File: config.mk
export PLATFORM = sky130hd
export DESIGN_NAME = counter_preset_loader
export DESIGN_NICKNAME = d
export VERILOG_FILES = /design/src/rtl/counter_preset_loader.sv
export SDC_FILE = /design/constraint.sdc
export NUM_CORES = 1
export LEC_CHECK = 0
export CAP_MARGIN = 20
export CELL_PAD_IN_SITES_DETAIL_PLACEMENT = 1
export CELL_PAD_IN_SITES_GLOBAL_PLACEMENT = 2
export CORE_ASPECT_RATIO = 0.9
export CORE_MARGIN = 4
export CORE_UTILIZATION = 39
export DETAILED_ROUTE_END_ITERATION = 10
export HOLD_SLACK_MARGIN = 0.06
export PLACE_DENSITY_LB_ADDON = 0.1
export SKIP_LAST_GASP = 1
export SLEW_MARGIN = 40
export SYNTH_ARGS = -nofsm -noshare
export SYNTH_HDL_FRONTEND = slang
export SYNTH_SLANG_ARGS = --single-unit
File: constraint.sdc
create_clock -name clk -period 4.9 [get_ports clk]
set_input_delay 0.735 -clock clk [delete_from_list [all_inputs] [get_ports clk]]
set_output_delay 0.735 -clock clk [all_outputs]
set_load 0.03 [all_outputs]
File: src/rtl/counter_preset_loader.sv
// rtl/counter_preset_loader.sv - preset FIFO and load sequencer for a 4-bit loadable up counter
// Optional feature: LOADER_AUTO_RELOAD_EN reloads the last popped preset when the FIFO runs dry.
module counter_preset_loader #(
  parameter int DEPTH = 4
) (
  input  logic                     clk,
  input  logic                     rst,
  input  logic                     in_valid,
  input  logic [3:0]               in_data,
  output logic                     in_ready,
  input  logic [3:0]               count_in,
  output logic                     load,
  output logic [3:0]               load_data,
  output logic [$clog2(DEPTH):0]   level,
  output logic                     busy,
  output logic                     seg_done
);

  localparam int AW = $clog2(DEPTH);
  localparam logic [AW-1:0] PTR_ONE  = 1;
  localparam logic [AW:0]   LVL_ONE  = 1;
  localparam logic [AW:0]   LVL_FULL = (AW+1)'(DEPTH);

  typedef enum logic {S_IDLE, S_RUN} state_t;

  state_t        r_state;
  logic [3:0]    r_mem [DEPTH];
  logic [AW-1:0] r_wr_ptr;
  logic [AW-1:0] r_rd_ptr;
  logic [AW:0]   r_level;
  logic          r_load;
  logic [3:0]    r_load_data;
  logic          r_seg_done;
`ifdef LOADER_AUTO_RELOAD_EN
  logic [3:0]    r_last;
`endif

  logic       w_empty;
  logic       w_full;
  logic       w_push;
  logic       w_detect;
  logic       w_pop;
  logic [3:0] w_head;

  assign w_empty  = (r_level == '0);
  assign w_full   = (r_level == LVL_FULL);
  assign w_push   = in_valid && !w_full;
  assign w_head   = r_mem[r_rd_ptr];
  // The load cycle itself is excluded so a preset of E is not re-detected before it lands.
  assign w_detect = (r_state == S_RUN) && (count_in == 4'hE) && !r_load;
  assign w_pop    = !w_empty && ((r_state == S_IDLE) || w_detect);

  always_ff @(posedge clk) begin
    if (w_push) begin
      r_mem[r_wr_ptr] <= in_data;
    end
  end

  always_ff @(posedge clk or posedge rst) begin
    if (rst) begin
      r_wr_ptr <= '0;
      r_rd_ptr <= '0;
      r_level  <= '0;
    end else begin
      if (w_push) r_wr_ptr <= r_wr_ptr + PTR_ONE;
      if (w_pop)  r_rd_ptr <= r_rd_ptr + PTR_ONE;
      case ({w_push, w_pop})
        2'b10:   r_level <= r_level + LVL_ONE;
        2'b01:   r_level <= r_level - LVL_ONE;
        default: r_level <= r_level;
      endcase
    end
  end

  always_ff @(posedge clk or posedge rst) begin
    if (rst) begin
      r_state     <= S_IDLE;
      r_load      <= 1'b0;
      r_load_data <= 4'h0;
      r_seg_done  <= 1'b0;
`ifdef LOADER_AUTO_RELOAD_EN
      r_last      <= 4'h0;
`endif
    end else begin
      r_load     <= 1'b0;
      r_seg_done <= 1'b0;
`ifdef LOADER_AUTO_RELOAD_EN
      if (w_pop) r_last <= w_head;
`endif
      case (r_state)
        S_IDLE: begin
          if (!w_empty) begin
            r_load      <= 1'b1;
            r_load_data <= w_head;
            r_state     <= S_RUN;
          end
        end
        S_RUN: begin
          if (w_detect) begin
            if (!w_empty) begin
              r_load      <= 1'b1;
              r_load_data <= w_head;
            end else begin
              r_seg_done <= 1'b1;
`ifdef LOADER_AUTO_RELOAD_EN
              r_load      <= 1'b1;
              r_load_data <= r_last;
`else
              r_state     <= S_IDLE;
`endif
            end
          end
        end
        default: r_state <= S_IDLE;
      endcase
    end
  end

  assign in_ready  = !w_full;
  assign load      = r_load;
  assign load_data = r_load_data;
  assign level     = r_level;
  assign busy      = (r_state == S_RUN);
  assign seg_done  = r_seg_done;

endmodule

; After elaboration in Yosys (flattened, before gate mapping)
; Memories as Yosys holds them, arrays and structs flattened.
; Cells that the tools add are included.
[totals]
register_bits = 14
wordCells = 42
n_memories = 1
output_inout_bits = 11
mem_bits_rw = 16
[memory_table]
columns = name, words, word_bits, rd, rd_clocked_by_memory_dff, wr, line_no
row1 = r_mem, 4, 4, 1, 0, 1, 27  ; logic [3:0] r_mem [DEPTH];
[op_classes]
add_sub_neg = 4
n_reduce_logical = 10
bitwise_logic = 1
eq_ne = 5
mux = 14
[ops]
columns = operator, count
row1 = 1-bit two-way mux, 8
row2 = 4-bit two-way mux, 2
row3 = 4-bit one-hot mux with 2 select lines, 1
row4 = 3-bit one-hot mux with 2 select lines, 1
row5 = "2-bit by 1-bit adder with 2-bit output, second input constant", 2
row6 = "4-bit equality test, second input constant", 1
row7 = 1-bit logical AND, 4
row8 = 1-bit one-hot mux with 2 select lines, 2
row9 = "3-bit by 1-bit adder with 3-bit output, second input constant", 1
row10 = "3-bit equality test, second input constant", 1
row11 = 1-bit logical NOT, 3
row12 = 3-bit logical NOT, 1
row13 = "3-bit by 1-bit subtractor with 3-bit output, second input constant", 1
row14 = "2-bit by 1-bit equality test with 1-bit output, second input constant", 1
row15 = "2-bit equality test, second input constant", 1
row16 = "2-bit by 1-bit != test with 1-bit output, second input constant", 1
row17 = 2-bit nonzero test, 1
row18 = 1-bit logical OR, 1
row19 = 1-bit inverter, 1

; Depth between registers and ports, before layout
[logic_depth]
word_depth = 7
depth_mapped = 9

; Worst setup path after synthesis
; Ideal clock, no wire load.
[synth_timing]
path_kind = in2reg
from = in count_in[0]
to = reg r_level[1], in the netlist level[1]
t_arrival_ps = 2072
stages = 7
setup_ps = 125
n_path_buf = 0
required_time_ps = 4775
slack_ps = 2704
cell_sequence = nand2b_1 -> a21oi_1 -> nand2_2 -> inv_1 -> ha_1 -> fa_1 -> mux2_2
[synth_between]
elab_chain_len = 7
elab_cells_between_ends = 9
classes_between = eq/ne (3) / mux (1) / reduce/logical (5)
[synth_rtl]
columns = item, line_no
row1 = "start, declared", 11  ; input logic [3:0] count_in,
row2 = 4-bit equality test *, 50  ; assign w_detect = (r_state == S_RUN) && (count_in == 4'hE) && !r_load;
row3 = 1-bit logical AND * (2 in series), 50
row4 = 1-bit logical OR *, 51  ; assign w_pop = !w_empty && ((r_state == S_IDLE) || w_detect);
row5 = 1-bit logical AND *, 51
row6 = net w_pop, 42  ; logic w_pop;
row7 = 2-bit by 1-bit equality test with 1-bit output / 2-bit equality test (equally long branches), 67  ; case ({w_push, w_pop})
row8 = 3-bit one-hot mux with 2 select lines / 2-bit nonzero test (equally long branches), -
row9 = "end signal, assigned", 68  ; 2'b10: r_level <= r_level + LVL_ONE;
row10 = "end signal, assigned", 69  ; 2'b01: r_level <= r_level - LVL_ONE;
row11 = "end signal, assigned", 70  ; default: r_level <= r_level;
row12 = "end, declared", 30  ; logic [AW:0] r_level;
; The timed path passes the listed nets; every way through them passes the cells marked *.
; A chain may end at the register's enable or synchronous reset.

; Worst setup path after layout
[layout_timing]
from = reg r_level[0], in the netlist level[0]
to = out in_ready
[layout_between]
elab_chain_len = 2
[layout_rtl]
columns = item, line_no
row1 = 3-bit equality test, 46  ; assign w_full = (r_level == LVL_FULL);
row2 = 1-bit logical NOT, 119  ; assign in_ready = !w_full;
row3 = "end, declared", 10  ; output logic in_ready,
; No other way between the ends.

==> impl_metrics.csv <==
group,metric,value,unit
sta,fin_crit,2.45,ns
final_layout,nets,121,
logic_synthesis,synth_enable_flop_cells,16,
global_routing,grt_first_pass_wirelength,3820,microns
final_layout,n_antenna_cell,0,
clock_tree,cts_hold_buf,0,
die,coreArea,3070,sq um
logic_synthesis,syn_nets,94,
worst_setup_path,crit_family,"buffers and inverters",
die,die_width,67.7,microns
worst_setup_path,reg2reg_slack,2.57,ns
worst_hold_path,min_from,"load_data[1]",
global_routing,grt_max_degree,15,
final_layout,final_area,1580,sq um
status,status,"complete, no violations",
power_and_ir_drop,power_density,586,nW/um^2
route,drc,0,
die,die_h,61.8,microns
route,post_drt_via_cell_ratio,4.75,
clock_tree,cts_tree,"yes",
global_routing,grt-ovfl-total,0,
worst_setup_path,worstSetupPathType,"reg -> out",
sta,maxSlewHeadroom,64.5,%
route,drt_iter0_markers,10,
sta,max_freq,0.408,GHz
sta,setup_viol_count_final,0,
sta,tns,0,ns
global_routing,grt_pass1_vias,774,
worst_hold_path,hold_path_depth,1,
logic_synthesis,syn-cell-area,1250,sq um
worst_setup_path,critical_path_required,4.16,ns
final_layout,layout_common_cells,"clkdlybuf4s50_1 (21), edfxtp_1 (16), dfrtp_1 (14), mux2_2 (6)",
die,ios,22,
logic_synthesis,ys.flop_type,"edfxtp_1",
worst_setup_path,slowest_stage,"clkdlybuf4s50_1",
sta,rsz0062_at_grt,"false",
worst_setup_path,reg2reg_to,"level[2]",
clock_tree,cts_sinks,30,
route,finalWirelength,2290,microns
clock_tree,cts_buffers,5,
placement,hpwl,1770,microns
sta,period_share,50.1,%
die,std_cell_rows,19,
logic_synthesis,ys_warn_count,0,
sta,finClkSkew,0.00881,ns
worst_setup_path,endpoint_kind,"output pin",
final_layout,final_common_cell,"clkdlybuf4s50_1",
worst_hold_path,min_path_type,"reg -> reg",
final_layout,multi_input_area,392,sq um
logic_synthesis,yosysSeqAreaShare,66.3,%
clock_tree,postCtsSetupBuffers,0,
route,route.antenna.remaining_nets,0,
sta,fin_hold_ws,0.519,ns
worst_setup_path,reg2regPathDepth,9,
power_and_ir_drop,vdd_drop_max,266,uV
logic_synthesis,ys_ff_latch,30,
worst_setup_path,worstPathCellList,"nor2_1, nand2_1, clkdlybuf4s50_1",
sta,finalMaxSlewViolations,0,
logic_synthesis,async_flop_share,46.7,%
clock_tree,cts_resized,0,
worst_setup_path,critPathBufInv,1,
run,maxCapViolations,0,
clock_tree,clkTransAtPathRegs,0.09,ns
worst_setup_path,timing.rr.start,"level[1]",
worst_setup_path,crit_arrival,1.72,ns
final_layout,final_cells,147,
placement,place_congestion,0.647,
clock_tree,clockBufferDepth,2,
final_layout,n_fill_cell,287,
route,drtPass1Iterations,2,
worst_setup_path,slowest_delay,0.71,ns
clock_tree,htreeDepth,2,
route,vias,698,
clock_tree,clock_latency,0.32,ns
logic_synthesis,ys_types,19,
placement,place_inst,139,
power_and_ir_drop,p_leak,0.641,nW
worst_setup_path,cp_max_fo,6,
global_routing,grtUsageTotal,13.6,%
logic_synthesis,synth_cells,77,
global_routing,antenna_found_initial,0,
die,start_util,40.8,%
route,avgRoutedWirePerCell,15.6,microns
worst_hold_path,hold-path-endpoint,"load_data[1]",
final_layout,regArea,831,sq um
sta,hold_violations,0,
clock_tree,cts_root_buf,"clkbuf_4",
worst_setup_path,start_kind,"flip-flop",
final_layout,syn_to_final_growth,26.3,%
final_layout,drive_gt1_share,18.1,%
placement,postPlaceCellArea,1500,sq um
die,dieArea,4180,sq um
placement,io_buffers,21,
sta,worst_slew_pin_slew,0.532,ns
logic_synthesis,postSynthAreaPerCell,16.3,sq um
## how the worst max path moves through the flow
stage / startpoint / end / slack [ns] / cells after the start
CTS: level[0] / in_ready / 2.41 / 3
global route: level[1] / level[2] / 2.29 / 9
floorplan: count_in[0] / level[1] / 2.70 / 7
finish: level[0] / in_ready / 2.45 / 3
global placement: count_in[0] / level[1] / 2.20 / 8
detailed placement: count_in[0] / level[1] / 2.11 / 8
## power by group
group	switching (mW)	total, mW	internal, mW
logic	0.161	0.326	0.165
clock network	0.0833	0.189	0.106
registers	0.0676	0.411	0.344
total	0.312	0.926	0.614
## cells in the mapped netlist (all sizes together) (2+ instances only)
library cell  count  area [sq um]
edfxtp           16           480
dfrtp            14           350
mux2              6          67.6
nand2             6          25.0
ha                5          62.6
inv               5          18.8
xnor2             5          43.8
and3              4          25.0
mux4              4          90.1
nand3b            2          15.0
nor2              2          7.51
nor3              2          10.0
## flip-flops by register name, indices dropped and copies added, names as in the netlist
register   cells
load_data      4
level          3
seg_done       1
r_mem         16
r_wr_ptr       2
busy           1
r_rd_ptr       2
load           1
## area by class of cell
cell class / count / share of cell area, %
repair buffers: 21 / 13.3
flip-flops and latches: 30 / 52.5
clock inverters: 3 / 2.53
clock buffers: 5 / 2.37
multi-input cells: 41 / 24.8
inverters: 5 / 1.19
well taps: 42 / 3.32
## routing by layer
metal	track usage, %	wire length, microns	up-vias
met1	16.2	975	345
met5	0	0	-
met3	6.47	155	5
met2	21.2	1120	18
li1	-	-	330
met4	6.07	40	0
## stage by stage
step	utilization [%]	setup WS [ns]	power [mW]
global route	51.6	2.29	0.989
finish	51.6	2.45	0.926
detailed placement	49.0	2.11	0.752
floorplan	-	2.70	0.627
CTS	51.6	2.41	0.943
global placement	49.0	2.20	0.742
## cell families after synthesis
family                   count (synthesis)  synth area share (%)
flip-flops                              30                  66.3
AND/OR/NAND/NOR                         17                  7.09
multiplexers                            10                  12.6
XOR/XNOR                                 6                  4.20
buffers and inverters                    6                  2.40
adder cells (fa/ha/maj)                  6                  6.59
AO/OA/AOI/OAI                            2                 0.798
(Power assumes the default switching activity.)
